[src/rtl/lcd_pkg.sv]
// lcd_pkg: shared definitions for the character-LCD text engine.
//   - HD44780 command constants used during init, refresh and display control
//   - DDRAM row base address table and a helper to build the set-address command
//   - State enums for the sequencing FSM and the bus-write phase FSM
package lcd_pkg;

    localparam logic [7:0] CMD_CLEAR           = 8'h01;
    localparam logic [7:0] CMD_ENTRY           = 8'h06;  // increment, no shift
    localparam logic [7:0] CMD_DISP_ON         = 8'h0C;  // display on, C/B in bits 1/0
    localparam logic [7:0] CMD_FUNC_8BIT_1LINE = 8'h30;
    localparam logic [7:0] CMD_FUNC_8BIT_2LINE = 8'h38;
    localparam logic [7:0] CMD_SET_DDRAM       = 8'h80;

    // DDRAM start address of rows 0..3 (entry i holds row i)
    localparam logic [3:0][6:0] ROW_BASE = {7'h54, 7'h14, 7'h40, 7'h00};

    function automatic logic [7:0] row_addr_cmd(input logic [1:0] row);
        return CMD_SET_DDRAM | {1'b0, ROW_BASE[row]};
    endfunction

    typedef enum logic [2:0] {
        ST_PWRUP,
        ST_INIT,
        ST_IDLE,
        ST_ROWADDR,
        ST_DATA,
        ST_CTRL
    } lcd_state_e;

    typedef enum logic [2:0] {
        WR_IDLE,
        WR_SETUP,
        WR_STROBE,
        WR_HOLD,
        WR_WAIT
    } wr_phase_e;

endpackage

[src/rtl/lcd_bus_writer.sv]
// lcd_bus_writer: performs one LCD bus write as SETUP / STROBE / HOLD phases of
// STEP_CYC cycles each, optionally followed by WAIT_CYC idle cycles.
// Ports:
//   clock, reset_n  system clock, asynchronous active-low reset
//   start           load cmd_rs/cmd_data/extra_wait and begin a write
//   cmd_rs          register select for this write (0 command, 1 data)
//   cmd_data        byte for this write
//   extra_wait      append WAIT_CYC cycles after HOLD
//   done            high in the final cycle of the write; start may be
//                   asserted in that same cycle for back-to-back writes
//   lcd_en          E strobe, high only during STROBE
//   lcd_rs, lcd_d   held stable from SETUP through HOLD
module lcd_bus_writer
    import lcd_pkg::*;
#(
    parameter int unsigned STEP_CYC = 800,
    parameter int unsigned WAIT_CYC = 80000
) (
    input  logic       clock,
    input  logic       reset_n,
    input  logic       start,
    input  logic       cmd_rs,
    input  logic [7:0] cmd_data,
    input  logic       extra_wait,
    output logic       done,
    output logic       lcd_en,
    output logic       lcd_rs,
    output logic [7:0] lcd_d
);

    localparam int unsigned CNT_MAX = (STEP_CYC > WAIT_CYC) ? STEP_CYC : WAIT_CYC;
    localparam int unsigned CW      = $clog2(CNT_MAX);
    localparam logic [CW-1:0] STEP_LAST = CW'(STEP_CYC - 1);
    localparam logic [CW-1:0] WAIT_LAST = CW'((WAIT_CYC == 0) ? 0 : WAIT_CYC - 1);
    localparam bit            HAS_WAIT  = (WAIT_CYC != 0);

    wr_phase_e     phase_q, phase_d;
    logic [CW-1:0] cnt_q, cnt_d;
    logic          extra_q;
    logic          step_last;

    assign step_last = (cnt_q == STEP_LAST);

    always_ff @(posedge clock or negedge reset_n) begin
        if (!reset_n) begin
            phase_q <= WR_IDLE;
            cnt_q   <= '0;
            extra_q <= 1'b0;
            lcd_rs  <= 1'b0;
            lcd_d   <= '0;
        end else begin
            phase_q <= phase_d;
            cnt_q   <= cnt_d;
            if (start) begin
                extra_q <= extra_wait;
                lcd_rs  <= cmd_rs;
                lcd_d   <= cmd_data;
            end
        end
    end

    always_comb begin
        phase_d = phase_q;
        cnt_d   = cnt_q + CW'(1);
        unique case (phase_q)
            WR_IDLE: cnt_d = '0;
            WR_SETUP: begin
                if (step_last) begin
                    phase_d = WR_STROBE;
                    cnt_d   = '0;
                end
            end
            WR_STROBE: begin
                if (step_last) begin
                    phase_d = WR_HOLD;
                    cnt_d   = '0;
                end
            end
            WR_HOLD: begin
                if (step_last) begin
                    phase_d = (extra_q && HAS_WAIT) ? WR_WAIT : WR_IDLE;
                    cnt_d   = '0;
                end
            end
            WR_WAIT: begin
                if (cnt_q == WAIT_LAST) begin
                    phase_d = WR_IDLE;
                    cnt_d   = '0;
                end
            end
            default: begin
                phase_d = WR_IDLE;
                cnt_d   = '0;
            end
        endcase
        if (start) begin
            phase_d = WR_SETUP;
            cnt_d   = '0;
        end
    end

    // E decoded from the phase register so reset removes it immediately
    always_comb begin
        lcd_en = (phase_q == WR_STROBE);
        done   = ((phase_q == WR_HOLD) && step_last && !(extra_q && HAS_WAIT))
              || ((phase_q == WR_WAIT) && (cnt_q == WAIT_LAST));
    end

endmodule

[src/rtl/lcd_text_engine.sv]
// lcd_text_engine: ROWS x COLS HD44780-class character LCD driver.
// After reset it waits PWRUP_CYC cycles, runs the init command sequence, then
// accepts frames over a valid/ready handshake and writes them row by row.
// Cursor/blink changes seen while idle are written as a display-control command.
// Ports:
//   clock, reset_n       system clock, asynchronous active-low reset
//   msg_in               frame, char i at msg_in[8*i+:8] (row i/COLS, col i%COLS)
//   msg_valid/msg_ready  frame handshake; ready only while idle
//   cursor_on, blink_on  display-control C and B bits
//   busy                 high whenever the engine is not idle
//   lcd_en/rs/rw/d       LCD pins (rw tied low, write-only)
module lcd_text_engine
    import lcd_pkg::*;
#(
    parameter int unsigned ROWS         = 2,
    parameter int unsigned COLS         = 16,
    parameter int unsigned STEP_CYC     = 800,
    parameter int unsigned CLEAR_CYC    = 80000,
    parameter int unsigned PWRUP_CYC    = 800000,
    parameter bit          AUTO_REFRESH = 1'b0
) (
    input  logic                   clock,
    input  logic                   reset_n,
    input  logic [ROWS*COLS*8-1:0] msg_in,
    input  logic                   msg_valid,
    output logic                   msg_ready,
    input  logic                   cursor_on,
    input  logic                   blink_on,
    output logic                   busy,
    output logic                   lcd_en,
    output logic                   lcd_rs,
    output logic                   lcd_rw,
    output logic [7:0]             lcd_d
);

    localparam int unsigned NCHAR = ROWS * COLS;
    localparam int unsigned RW    = (ROWS > 1) ? $clog2(ROWS) : 1;
    localparam int unsigned CW    = $clog2(COLS);
    localparam int unsigned IW    = $clog2(NCHAR);
    localparam int unsigned PW    = $clog2(PWRUP_CYC + 1);
    localparam logic [RW-1:0] ROW_LAST = RW'(ROWS - 1);
    localparam logic [CW-1:0] COL_LAST = CW'(COLS - 1);
    localparam logic [PW-1:0] PWR_LAST = PW'(PWRUP_CYC - 1);
    localparam logic [7:0]    FUNC_CMD = (ROWS > 1) ? CMD_FUNC_8BIT_2LINE : CMD_FUNC_8BIT_1LINE;

    lcd_state_e              state_q, state_d;
    logic [PW-1:0]           pwr_q, pwr_d;
    logic [1:0]              init_q, init_d;
    logic [RW-1:0]           row_q, row_d, row_nxt;
    logic [CW-1:0]           col_q, col_d;
    logic [NCHAR-1:0][7:0]   frame_q;
    logic                    frame_load;
    logic                    disp_c_q, disp_b_q, disp_load;
    logic [7:0]              disp_cmd;
    logic [IW-1:0]           row_first, char_next;

    logic                    wr_start, wr_rs, wr_extra, wr_done;
    logic [7:0]              wr_d;

    assign lcd_rw    = 1'b0;
    assign row_nxt   = row_q + RW'(1);
    assign row_first = IW'(row_q) * IW'(COLS);
    assign char_next = row_first + IW'(col_q) + IW'(1);
    assign disp_cmd  = CMD_DISP_ON | {6'b0, cursor_on, blink_on};

    always_ff @(posedge clock or negedge reset_n) begin
        if (!reset_n) begin
            state_q  <= ST_PWRUP;
            pwr_q    <= '0;
            init_q   <= '0;
            row_q    <= '0;
            col_q    <= '0;
            frame_q  <= {NCHAR{8'h20}};
            disp_c_q <= 1'b0;
            disp_b_q <= 1'b0;
        end else begin
            state_q <= state_d;
            pwr_q   <= pwr_d;
            init_q  <= init_d;
            row_q   <= row_d;
            col_q   <= col_d;
            if (frame_load) frame_q <= msg_in;
            if (disp_load) begin
                disp_c_q <= cursor_on;
                disp_b_q <= blink_on;
            end
        end
    end

    // Each transition into a bus-writing step issues the writer start in the
    // same cycle, so consecutive writes follow each other without gaps.
    always_comb begin
        state_d    = state_q;
        pwr_d      = pwr_q;
        init_d     = init_q;
        row_d      = row_q;
        col_d      = col_q;
        frame_load = 1'b0;
        disp_load  = 1'b0;
        wr_start   = 1'b0;
        wr_rs      = 1'b0;
        wr_d       = '0;
        wr_extra   = 1'b0;
        unique case (state_q)
            ST_PWRUP: begin
                if (pwr_q == PWR_LAST) begin
                    state_d  = ST_INIT;
                    pwr_d    = '0;
                    init_d   = 2'd0;
                    wr_start = 1'b1;
                    wr_d     = FUNC_CMD;
                end else begin
                    pwr_d = pwr_q + PW'(1);
                end
            end
            ST_INIT: begin
                if (wr_done) begin
                    unique case (init_q)
                        2'd0: begin
                            init_d    = 2'd1;
                            wr_start  = 1'b1;
                            wr_d      = disp_cmd;
                            disp_load = 1'b1;
                        end
                        2'd1: begin
                            init_d   = 2'd2;
                            wr_start = 1'b1;
                            wr_d     = CMD_CLEAR;
                            wr_extra = 1'b1;
                        end
                        2'd2: begin
                            init_d   = 2'd3;
                            wr_start = 1'b1;
                            wr_d     = CMD_ENTRY;
                        end
                        default: state_d = ST_IDLE;
                    endcase
                end
            end
            ST_IDLE: begin
                if (msg_valid) begin
                    frame_load = 1'b1;
                    state_d    = ST_ROWADDR;
                    row_d      = '0;
                    wr_start   = 1'b1;
                    wr_d       = row_addr_cmd(2'd0);
                end else if ({cursor_on, blink_on} != {disp_c_q, disp_b_q}) begin
                    state_d   = ST_CTRL;
                    wr_start  = 1'b1;
                    wr_d      = disp_cmd;
                    disp_load = 1'b1;
                end else if (AUTO_REFRESH) begin
                    state_d  = ST_ROWADDR;
                    row_d    = '0;
                    wr_start = 1'b1;
                    wr_d     = row_addr_cmd(2'd0);
                end
            end
            ST_ROWADDR: begin
                if (wr_done) begin
                    state_d  = ST_DATA;
                    col_d    = '0;
                    wr_start = 1'b1;
                    wr_rs    = 1'b1;
                    wr_d     = frame_q[row_first];
                end
            end
            ST_DATA: begin
                if (wr_done) begin
                    if (col_q != COL_LAST) begin
                        col_d    = col_q + CW'(1);
                        wr_start = 1'b1;
                        wr_rs    = 1'b1;
                        wr_d     = frame_q[char_next];
                    end else if (row_q != ROW_LAST) begin
                        state_d  = ST_ROWADDR;
                        row_d    = row_nxt;
                        wr_start = 1'b1;
                        wr_d     = row_addr_cmd(2'(row_nxt));
                    end else begin
                        state_d = ST_IDLE;
                    end
                end
            end
            ST_CTRL: begin
                if (wr_done) state_d = ST_IDLE;
            end
            default: state_d = ST_PWRUP;
        endcase
    end

    always_comb begin
        msg_ready = (state_q == ST_IDLE);
        busy      = (state_q != ST_IDLE);
    end

    lcd_bus_writer #(
        .STEP_CYC(STEP_CYC),
        .WAIT_CYC(CLEAR_CYC)
    ) u_writer (
        .clock     (clock),
        .reset_n   (reset_n),
        .start     (wr_start),
        .cmd_rs    (wr_rs),
        .cmd_data  (wr_d),
        .extra_wait(wr_extra),
        .done      (wr_done),
        .lcd_en    (lcd_en),
        .lcd_rs    (lcd_rs),
        .lcd_d     (lcd_d)
    );

endmodule

[config.mk]
export PLATFORM = sky130hd
export DESIGN_NAME = lcd_text_engine
export DESIGN_NICKNAME = d
export VERILOG_FILES = /design/src/rtl/lcd_pkg.sv /design/src/rtl/lcd_bus_writer.sv /design/src/rtl/lcd_text_engine.sv
export SDC_FILE = /design/constraint.sdc
export NUM_CORES = 1
export LEC_CHECK = 0
export ABC_AREA = 1
export CORE_ASPECT_RATIO = 2
export CORE_MARGIN = 5
export CORE_UTILIZATION = 55
export CTS_BUF_LIST = sky130_fd_sc_hd__clkbuf_4
export DETAILED_ROUTE_END_ITERATION = 6
export GPL_TIMING_DRIVEN = 0
export PLACE_DENSITY = 0.94
export SETUP_SLACK_MARGIN = 0.4
export SYNTH_ARGS = -nofsm -noshare
export SYNTH_HDL_FRONTEND = slang
export SYNTH_SLANG_ARGS = --single-unit
[constraint.sdc]
create_clock -name clock -period 5.25 [get_ports clock]
set_clock_uncertainty 0.1 [all_clocks]
set_input_delay 0.525 -clock clock [delete_from_list [all_inputs] [get_ports clock]]
set_output_delay 0.525 -clock clock [all_outputs]
set_load 0.02 [all_outputs]
# [Word-level counts from Yosys, hierarchy flattened]
# Index checks and enable logic that the tools add are counted.
[word_totals] register_bits=318 latch_bits=0 mem_bits_rw=0 romBits=0 input_bits=261 elab_cells=178 n_memories=0
[classes] add_sub_neg=6 n_mul=0 n_div=0 n_lt_le_gt_ge=3 eq_ne=33 shift=0 n_mux=74 bitwise_logic=0 reduce_logical=18
[ops] operator="8-bit 2-to-1 mux" count=8
[ops] operator="17-bit 2-to-1 mux" count=3
[ops] operator="3-bit 2-to-1 mux" count=15
[ops] operator="8-bit binary-select mux with 5-bit select" count=1
[ops] operator="8-bit one-hot mux with 5 select lines" count=1
[ops] operator="17-bit one-hot mux with 2 select lines" count=1
[ops] operator="1-bit 2-to-1 mux" count=24
[ops] operator="20-bit by 1-bit adder with 20-bit output, second input constant" count=1
[ops] operator="20-bit == test, second input constant" count=1
[ops] operator="20-bit 2-to-1 mux" count=1
[ops] operator="4-bit 2-to-1 mux" count=5
[ops] operator="3-bit one-hot mux with 6 select lines" count=1
[ops] operator="17-bit by 1-bit adder with 17-bit output, second input constant" count=1
[ops] operator="17-bit by 10-bit == test with 1-bit output, second input constant" count=1
[ops] operator="17-bit == test, second input constant" count=1
[ops] operator="3-bit one-hot mux with 5 select lines" count=1
[ops] operator="7-bit 2-to-1 mux" count=2
[ops] operator="3-bit by 2-bit == test with 1-bit output, second input constant" count=4
[ops] operator="5-bit by 6-bit less-than comparator with 1-bit output, second input constant" count=2
[ops] operator="3-bit by 1-bit inequality test with 1-bit output, second input constant" count=4
[ops] operator="4-bit one-hot mux with 3 select lines" count=1
[ops] operator="4-bit AND reduction" count=3
[ops] operator="2-bit by 1-bit inequality test with 1-bit output, second input constant" count=5
[ops] operator="2-bit inequality test, second input constant" count=5
[ops] operator="other kinds (28)" count=42

# [Longest topological paths before layout]
# Gate-level depths: netlist of the first run.
[logic_depth] word_depth=8 depth_mapped=14 ltp_nobuf=13

# [Cells and area by module]
# A second synthesis of the first run with hierarchy kept.
[hier_totals] cells_unflattened=2147 area_unflattened_um2=16314.4
[modules_own_cells] module="lcd_text_engine" n_inst=1 cells_per_inst=1938 area_per_inst_um2=14669.1
[modules_own_cells] module="lcd_bus_writer" n_inst=1 cells_per_inst=209 area_per_inst_um2=1645.3

# [Worst setup path before layout of the first run]
# No wires, ideal clock.
[synth_path] kind="reg2reg" from="register col_q[0]" to="register u_writer.lcd_d[0]" arrival_ns=1.869 path_slack_ns=3.210 path_stages_with_launch=12 cell_sequence="dfrtp_1 > ha_1 > nand3_1 > inv_1 > ha_1 > clkbuf_1 > inv_1 > nand3_1 > nand2_1 > nor2_1 > nor2_1 > nor2_1"
[synth_via] elab_chain_len=7 elab_cells_between_ends=11 classes_between="add/sub (2); eq/ne (1); mux (8)"
[synth_lines] element="start, declared" line_no="lcd_text_engine.sv:50" text="logic [CW-1:0] col_q, col_d;"
[synth_lines] element="start signal, assigned" line_no="lcd_text_engine.sv:81" text="col_q <= col_d;"
[synth_lines] element="5-bit by 4-bit adder with 5-bit output" line_no="lcd_text_engine.sv:63" text="assign char_next = row_first + IW'(col_q) + IW'(1);"
[synth_lines] element="5-bit by 1-bit adder with 5-bit output" line_no="lcd_text_engine.sv:63"
[synth_lines] element="8-bit binary-select mux with 5-bit select" line_no="lcd_text_engine.sv:174" text="wr_d = frame_q[char_next];"
[synth_lines] element="8-bit 2-to-1 mux (not written as such)" line_no="lcd_text_engine.sv:174"
[synth_lines] element="8-bit 2-to-1 mux" line_no="lcd_text_engine.sv:170" text="if (col_q != COL_LAST) begin"
[synth_lines] element="8-bit 2-to-1 mux" line_no="lcd_text_engine.sv:169" text="if (wr_done) begin"
[synth_lines] element="8-bit one-hot mux with 5 select lines" line_no="lcd_text_engine.sv:104" text="unique case (state_q)"
[synth_lines] element="end signal, assigned" line_no="lcd_bus_writer.sv:57" text="lcd_d <= cmd_data;"
[synth_lines] element="end, declared" line_no="lcd_bus_writer.sv:28" text="output logic [7:0] lcd_d"
# Several ways; a longest one is shown, not always the timed one. The select of a mux whose other input is x is not followed.
# A chain may end at the register's enable or synchronous reset.

# [Worst setup path in the final report of the first run]
[layout_path] from="register col_q[0]" to="register u_writer.lcd_d[3]"
# Same word-level chain as after synthesis.

==> results.toml, run 1 <==
[clock_network]
htreeDepth = 3
tritoncts_num_sinks = 318
postCtsSetupRepairBufs = 0
cts_inserted_buffers = 73
cts-root-buf = "clkbuf_4"
path_clk_slew_ns = 0.08
clk_latency_ns = 0.81
clk_path_buf_depth = 3
cts_tree = "yes"

[logic_synthesis]
synth_area_leader_cell = "dfrtp_1"
synth-edff-count = 0
synth_top_cell_area_share_pct = 44.7
synth_flop_cell = "dfrtp_1"
yosysSeqAreaShare_pct = 50.0
synthesis.area_um2 = 16000
netlist_instances = 2108
ys_warn_count = 0
ys_types = 46
synth_nets = 2377
async_flop_share_pct = 100
ys_ff_latch = 318
yosysMostFrequentCell = "nand2_1"
synthTopCellsByArea = "dfrtp_1, nand2_1, nand3_1"
avgSynthCellArea_um2 = 7.59
synth_common_cells = "nand2_1, dfrtp_1, inv_1"

[setup_path]
critical-path-slowest-cell = "clkbuf_1"
crit_fanout = 10
critPathLaunchType = "register"
crit_required_ns = 5.85
cp_common_cell = "nand3_1"
crit_type = "register to register"
crit_path_end_kind = "register"
cp.arrival_ns = 3.82
path_delay_family = "simple AND/OR/NAND/NOR gates"
path_buf_inv = 4
cp_cell_sequence = "ha_1 > inv_1 > buf_2 > clkbuf_1 > nand3_1 > nand3_1 > nand3_1 > nand3_1 > nand3_1 > nand3_1 > nand2_1 > inv_1"
cp_slowest_stage_delay_ns = 0.73

[floorplanning]
coreArea_um2 = 28800
die_h_um = 251
num_rows = 88
die-area_um2 = 32800
initial_core_util_pct = 55.5
io_pins = 274
dieWidth_um = 131

[routing]
drc_errors = 2
routed_via_density = 5.75
postRouteAntennaNets = 0
drt-wirelength-per-cell_um = 21.1
drtPass1Iterations = 7
num_vias = 16500
drtIter0Drc = 1342
wirelength_mm = 60.7

[placement]
gp_congestion = 1.00
dpl-instance-area_um2 = 19200
dp.cells = 2742
port_buffers = 272
hpwl_mm = 45.3

[global_route]
grt_usage_pct = 36.9
grt-ovfl-total = 0
antenna_found_initial = 1
grt_pass1_wl_mm = 90.8
grt_max_degree = 124
grt_pass1_vias = 17300

[final_layout]
n_fill_cell = 2246
multi_input_area_um2 = 6550
drive_gt1_share_pct = 10.4
final_net_count = 2727
finish.utilization_pct = 70.2
register_area_um2 = 8000
layout-area-overhead-vs-synth_pct = 26.5
final_cells = 2876
design_area_um2 = 20200

[sta]
rsz0062_at_grt = "false"
tightest_slew_ns = 0.989
maxSlewViolCount = 0
fmaxAchievable_mhz = 311
finalCritPeriodShare_pct = 61.3
holdWs_ns = 0.149
hold_viol_final = 0
slew-limit-headroom_pct = 34.1
final-setup-viol-count = 0
fin_crit_ns = 3.22

[pwr]
p_leak_nw = 9.94
power_mw = 4.88
peakVddDrop_mv = 0.179
powerDensity_nw_per_um2 = 241

[status]
run_status = "finished, violations left"
violations = "DRC"

[worst_hold_path]
hold_class = "input pin to register"

[run]
cap_viol_max_count = 0
==> worst paths after layout <==
path,from,endpoint,slack [ns],cells past startpoint
worst max register to register,col_q[0],u_writer.lcd_d[3],2.03,12
worst min-delay path,msg_in[213],frame_q[213],0.15,3
worst min register to register,u_writer.cnt_q[0],u_writer.cnt_q[0],0.37,1
min in group asynchronous,reset_n,u_writer.cnt_q[10],0.27,2
max in group asynchronous,reset_n,frame_q[134],3.23,4
worst max-delay path,col_q[0],u_writer.lcd_d[3],2.03,12
==> metal layers <==
| layer | vias up | GRT usage (%) | part of all wire (%) |
|---|---|---|---|
| met3 | 337 | 7.19 | 8.1 |
| met2 | 1029 | 62.1 | 50 |
| li1 | 7396 | - | - |
| met4 | 0 | 34.0 | 11 |
| met1 | 7771 | 37.1 | 31 |
| met5 | - | 0 | 0 |
==> worst reg2reg max path, delay by kind of cell (launching register included) <==
family        cells  cell delay, ns
fa+ha+maj         1            0.33
simple gates      7            1.18
buf+inv           4            1.09
flops             1            0.43
==> layout make-up <==
type / instances / area share, %
clock buffer: 110 / 4.08
antenna: 1 / 0.0124
sequential: 318 / 39.5
clock inverter: 22 / 0.822
tap: 360 / 2.23
inverter: 238 / 4.41
buffer: 114 / 2.77
multi-input combinational: 1438 / 32.4
timing repair buffer: 275 / 13.8
==> logic make-up after synthesis <==
logic type | share of synthesized area (%)
other cells | 0.0234
buf+inv | 9.09
fa+ha+maj | 0.626
simple gates | 28.7
xor+xnor | 1.24
compound gates | 10.3
flops | 50.0
==> through the flow <==
step | worst slack, ns | setup TNS [ns]
after global placement | -9.48 | -2873.00
after CTS | 2.15 | 0
after floorplan | 3.21 | 0
after detailed placement | 2.19 | 0
after global routing | 2.03 | 0
final | 2.03 | 0
==> flip-flops by register name, indices dropped and copies added (netlist names) <==
name / flops
u_writer.phase_q: 3
u_writer.cnt_q: 17
u_writer.extra_q: 1
u_writer.lcd_rs: 1
state_q: 3
col_q: 4
pwr_q: 20
row_q: 1
disp_b_q: 1
disp_c_q: 1
frame_q: 256
u_writer.lcd_d: 8
init_q: 2
==> placed cells by master, fill, tap and decap left out, types with 6 or more instances in the layout <==
cell	synthesis	routed
clkinv_1	0	12
clkbuf_4	0	110
nand2_1	756	756
dfstp_2	32	32
xor2_1	13	13
buf_1	7	7
inv_1	228	228
ha_1	8	8
buf_4	13	13
a21oi_1	31	31
inv_2	10	13
nand2_2	6	6
clkdlybuf4s50_1	0	271
dfrtp_1	286	286
buf_2	49	49
nor2_1	94	94
o21ai_0	200	200
nand4_1	10	10
nand3_1	211	211
o21ai_1	12	12
nor3_1	11	11
clkbuf_1	42	42
o211ai_1	43	43
==> power by group <==
part           internal (mW)  switching (mW)
Clock                   1.11            1.05
Sequential              2.45        0.000616
Combinational          0.176          0.0964
==> what timing repair did <==
item | CTS | global route
hold endpoints to repair | 80 | 0
gates resized for setup | 0 | 0
endpoints found under the setup margin | 0 | 0
hold buffers | 1 | 0
Power figures use the tool's default switching activity.
==> run 2: changes to the inputs <==
- clock period: 5.25 -> 3.3 ns (I/O delays scaled with it)
==> results.toml, run 2 (synthesized netlist as in run 1, its figures left out) <==
[status]
run_status = "finished, violations left"
violations = "DRC"

[setup_path]
cp.arrival_ns = 3.44
crit_path_end_kind = "register"
path_buf_inv = 2
critical-path-slowest-cell = "clkbuf_1"
path_delay_family = "simple AND/OR/NAND/NOR gates"
cp_cell_sequence = "ha_1 > xnor2_2 > clkbuf_1 > nand3_1 > nand3_1 > nand3_1 > nand3_1 > nand3_1 > nand2_1 > inv_1"
crit_required_ns = 3.85
critPathLaunchType = "register"
crit_start = "col_q[0]"
crit_type = "register to register"
crit_fanout = 10
cp_slowest_stage_delay_ns = 0.62
reg2reg_from = "col_q[0]"
cp_common_cell = "nand3_1"

[clock_network]
tritoncts_num_sinks = 318
path_clk_slew_ns = 0.08
postCtsSetupRepairBufs = 0
clk_latency_ns = 0.80
htreeDepth = 3
cts_inserted_buffers = 73
cts_tree = "yes"
clk_path_buf_depth = 3
cts-root-buf = "clkbuf_4"

[sta]
final-setup-viol-count = 0
maxSlewViolCount = 0
hold_viol_final = 0
fin_crit_ns = 2.89
layout_setup_ws_ns = 0.410
finalCritPeriodShare_pct = 87.6
fmaxAchievable_mhz = 346
rsz0062_at_grt = "false"
slew-limit-headroom_pct = 39.8
tightest_slew_ns = 0.894

[final_layout]
regMostFlops = "frame_q"
n_fill_cell = 2118
largest_reg_flops = 256
layout-area-overhead-vs-synth_pct = 30.2
final_net_count = 2785
final_common_cell = "nand2_1"
layout_common_cells = "nand2_1, dfrtp_1, clkdlybuf4s50_1"
top_regs = "frame_q (256), pwr_q (20), u_writer.cnt_q (17)"
finish.utilization_pct = 72.2
design_area_um2 = 20800
drive_gt1_share_pct = 10.4

[placement]
hpwl_mm = 45.3
port_buffers = 272
place_ws_ns = 0.243
dpl-instance-area_um2 = 19200
gp_congestion = 1.00

[floorplanning]
dieWidth_um = 131
coreArea_um2 = 28800
num_rows = 88
die_h_um = 251
io_pins = 274
die-area_um2 = 32800
initial_core_util_pct = 55.5

[routing]
drtPass1Iterations = 7
wirelength_mm = 64.1
num_vias = 17100
drc_errors = 7
drt-wirelength-per-cell_um = 21.8
routed_via_density = 5.82
drtIter0Drc = 1564
postRouteAntennaNets = 0

[global_route]
grt_pass1_wl_mm = 95.4
grt_pass1_vias = 17900
grt_max_degree = 124
grt-ovfl-total = 0
antenna_found_initial = 1
grt_usage_pct = 38.9

[pwr]
switching_share_pct = 23.6
p_comb_share_pct = 6.4
p_leak_nw = 10.2
powerDensity_nw_per_um2 = 376
clockPowerShare_pct = 43.9
seqPwrFrac_pct = 49.7
peakVddDrop_mv = 0.300
switchingPower_mw = 1.85
internal_power_mw = 5.99
power_mw = 7.84

[worst_hold_path]
hold_start = "msg_in[127]"
hold_class = "input pin to register"

[run]
cap_viol_max_count = 0
## run 2: cell types whose count changed in the layout (fill, tap and decap cells not counted), sizes merged
cell,change
dlygate4sd3,+58
buf,-2
clkbuf,+2
## run 2: what timing repair did
item                                    CTS  global route
hold buffers                             55             4
endpoints found under the hold margin   145             4
resized for setup                         1            11
pin swaps                                 0             0
endpoints found under the setup margin    4             8
## run 2: power by group through the flow
stage               logic [mW]  clock network, mW  registers (mW)
finish                   0.498               3.44            3.90
global route             0.524               3.63            3.90
CTS                      0.485               3.42            3.90
detailed placement       0.428                  0            3.97
global placement         0.417                  0            3.98
floorplan              0.00759                  0            3.97
## run 2: layer usage
metal	GRT usage (%)	up-vias	part of all wire, %
met2	65.5	1168	50
met1	39.6	8020	31
met5	0	-	0
li1	-	7515	-
met4	34.3	0	11
met3	7.70	379	8.3
## run 2: path summary, 6_finish.rpt
kind	depth (start not counted)	slack, ns	to
setup / recovery	10	0.41	u_writer.lcd_d[2]
setup reg to reg	10	0.41	u_writer.lcd_d[2]
min in group asynchronous	2	0.07	u_writer.cnt_q[10]
hold / removal	3	0.02	frame_q[127]
max in group asynchronous	4	1.52	frame_q[134]
hold reg to reg	2	0.37	frame_q[141]
## run 2: worst reg2reg max path, cell delays in order, from the launching register on
cell and delay (ns):
dfrtp_1 0.43, ha_1 0.29, xnor2_2 0.44, clkbuf_1 0.63, nand3_1 0.17, nand3_1 0.20
nand3_1 0.16, nand3_1 0.14, nand3_1 0.12, nand2_1 0.07, inv_1 0.03
## run 2: layout make-up
class                   count  area [um2]  share of cell area, %
inverters                 238         893                   4.29
clock inverters            22         166                  0.799
repair buffers            333        3370                   16.2
plain buffers             114         569                   2.73
multi-input cells        1438        6550                   31.4
clock buffers             110         826                   3.97
flip-flops and latches    318        8000                   38.4
well taps                 360         450                   2.16
diodes                      1        2.50                 0.0120
## run 2: through the flow
step	setup TNS, ns	std cells	hold WS, ns
3_5_place_dp	0	2742	0.277
5_1_grt	0	2934	-0.00187
2_1_floorplan	0	2108	-0.0656
6_report	0	2934	0.0178
3_3_place_gp	-3431.09	2740	0.344
4_1_cts	0	2929	0.000915
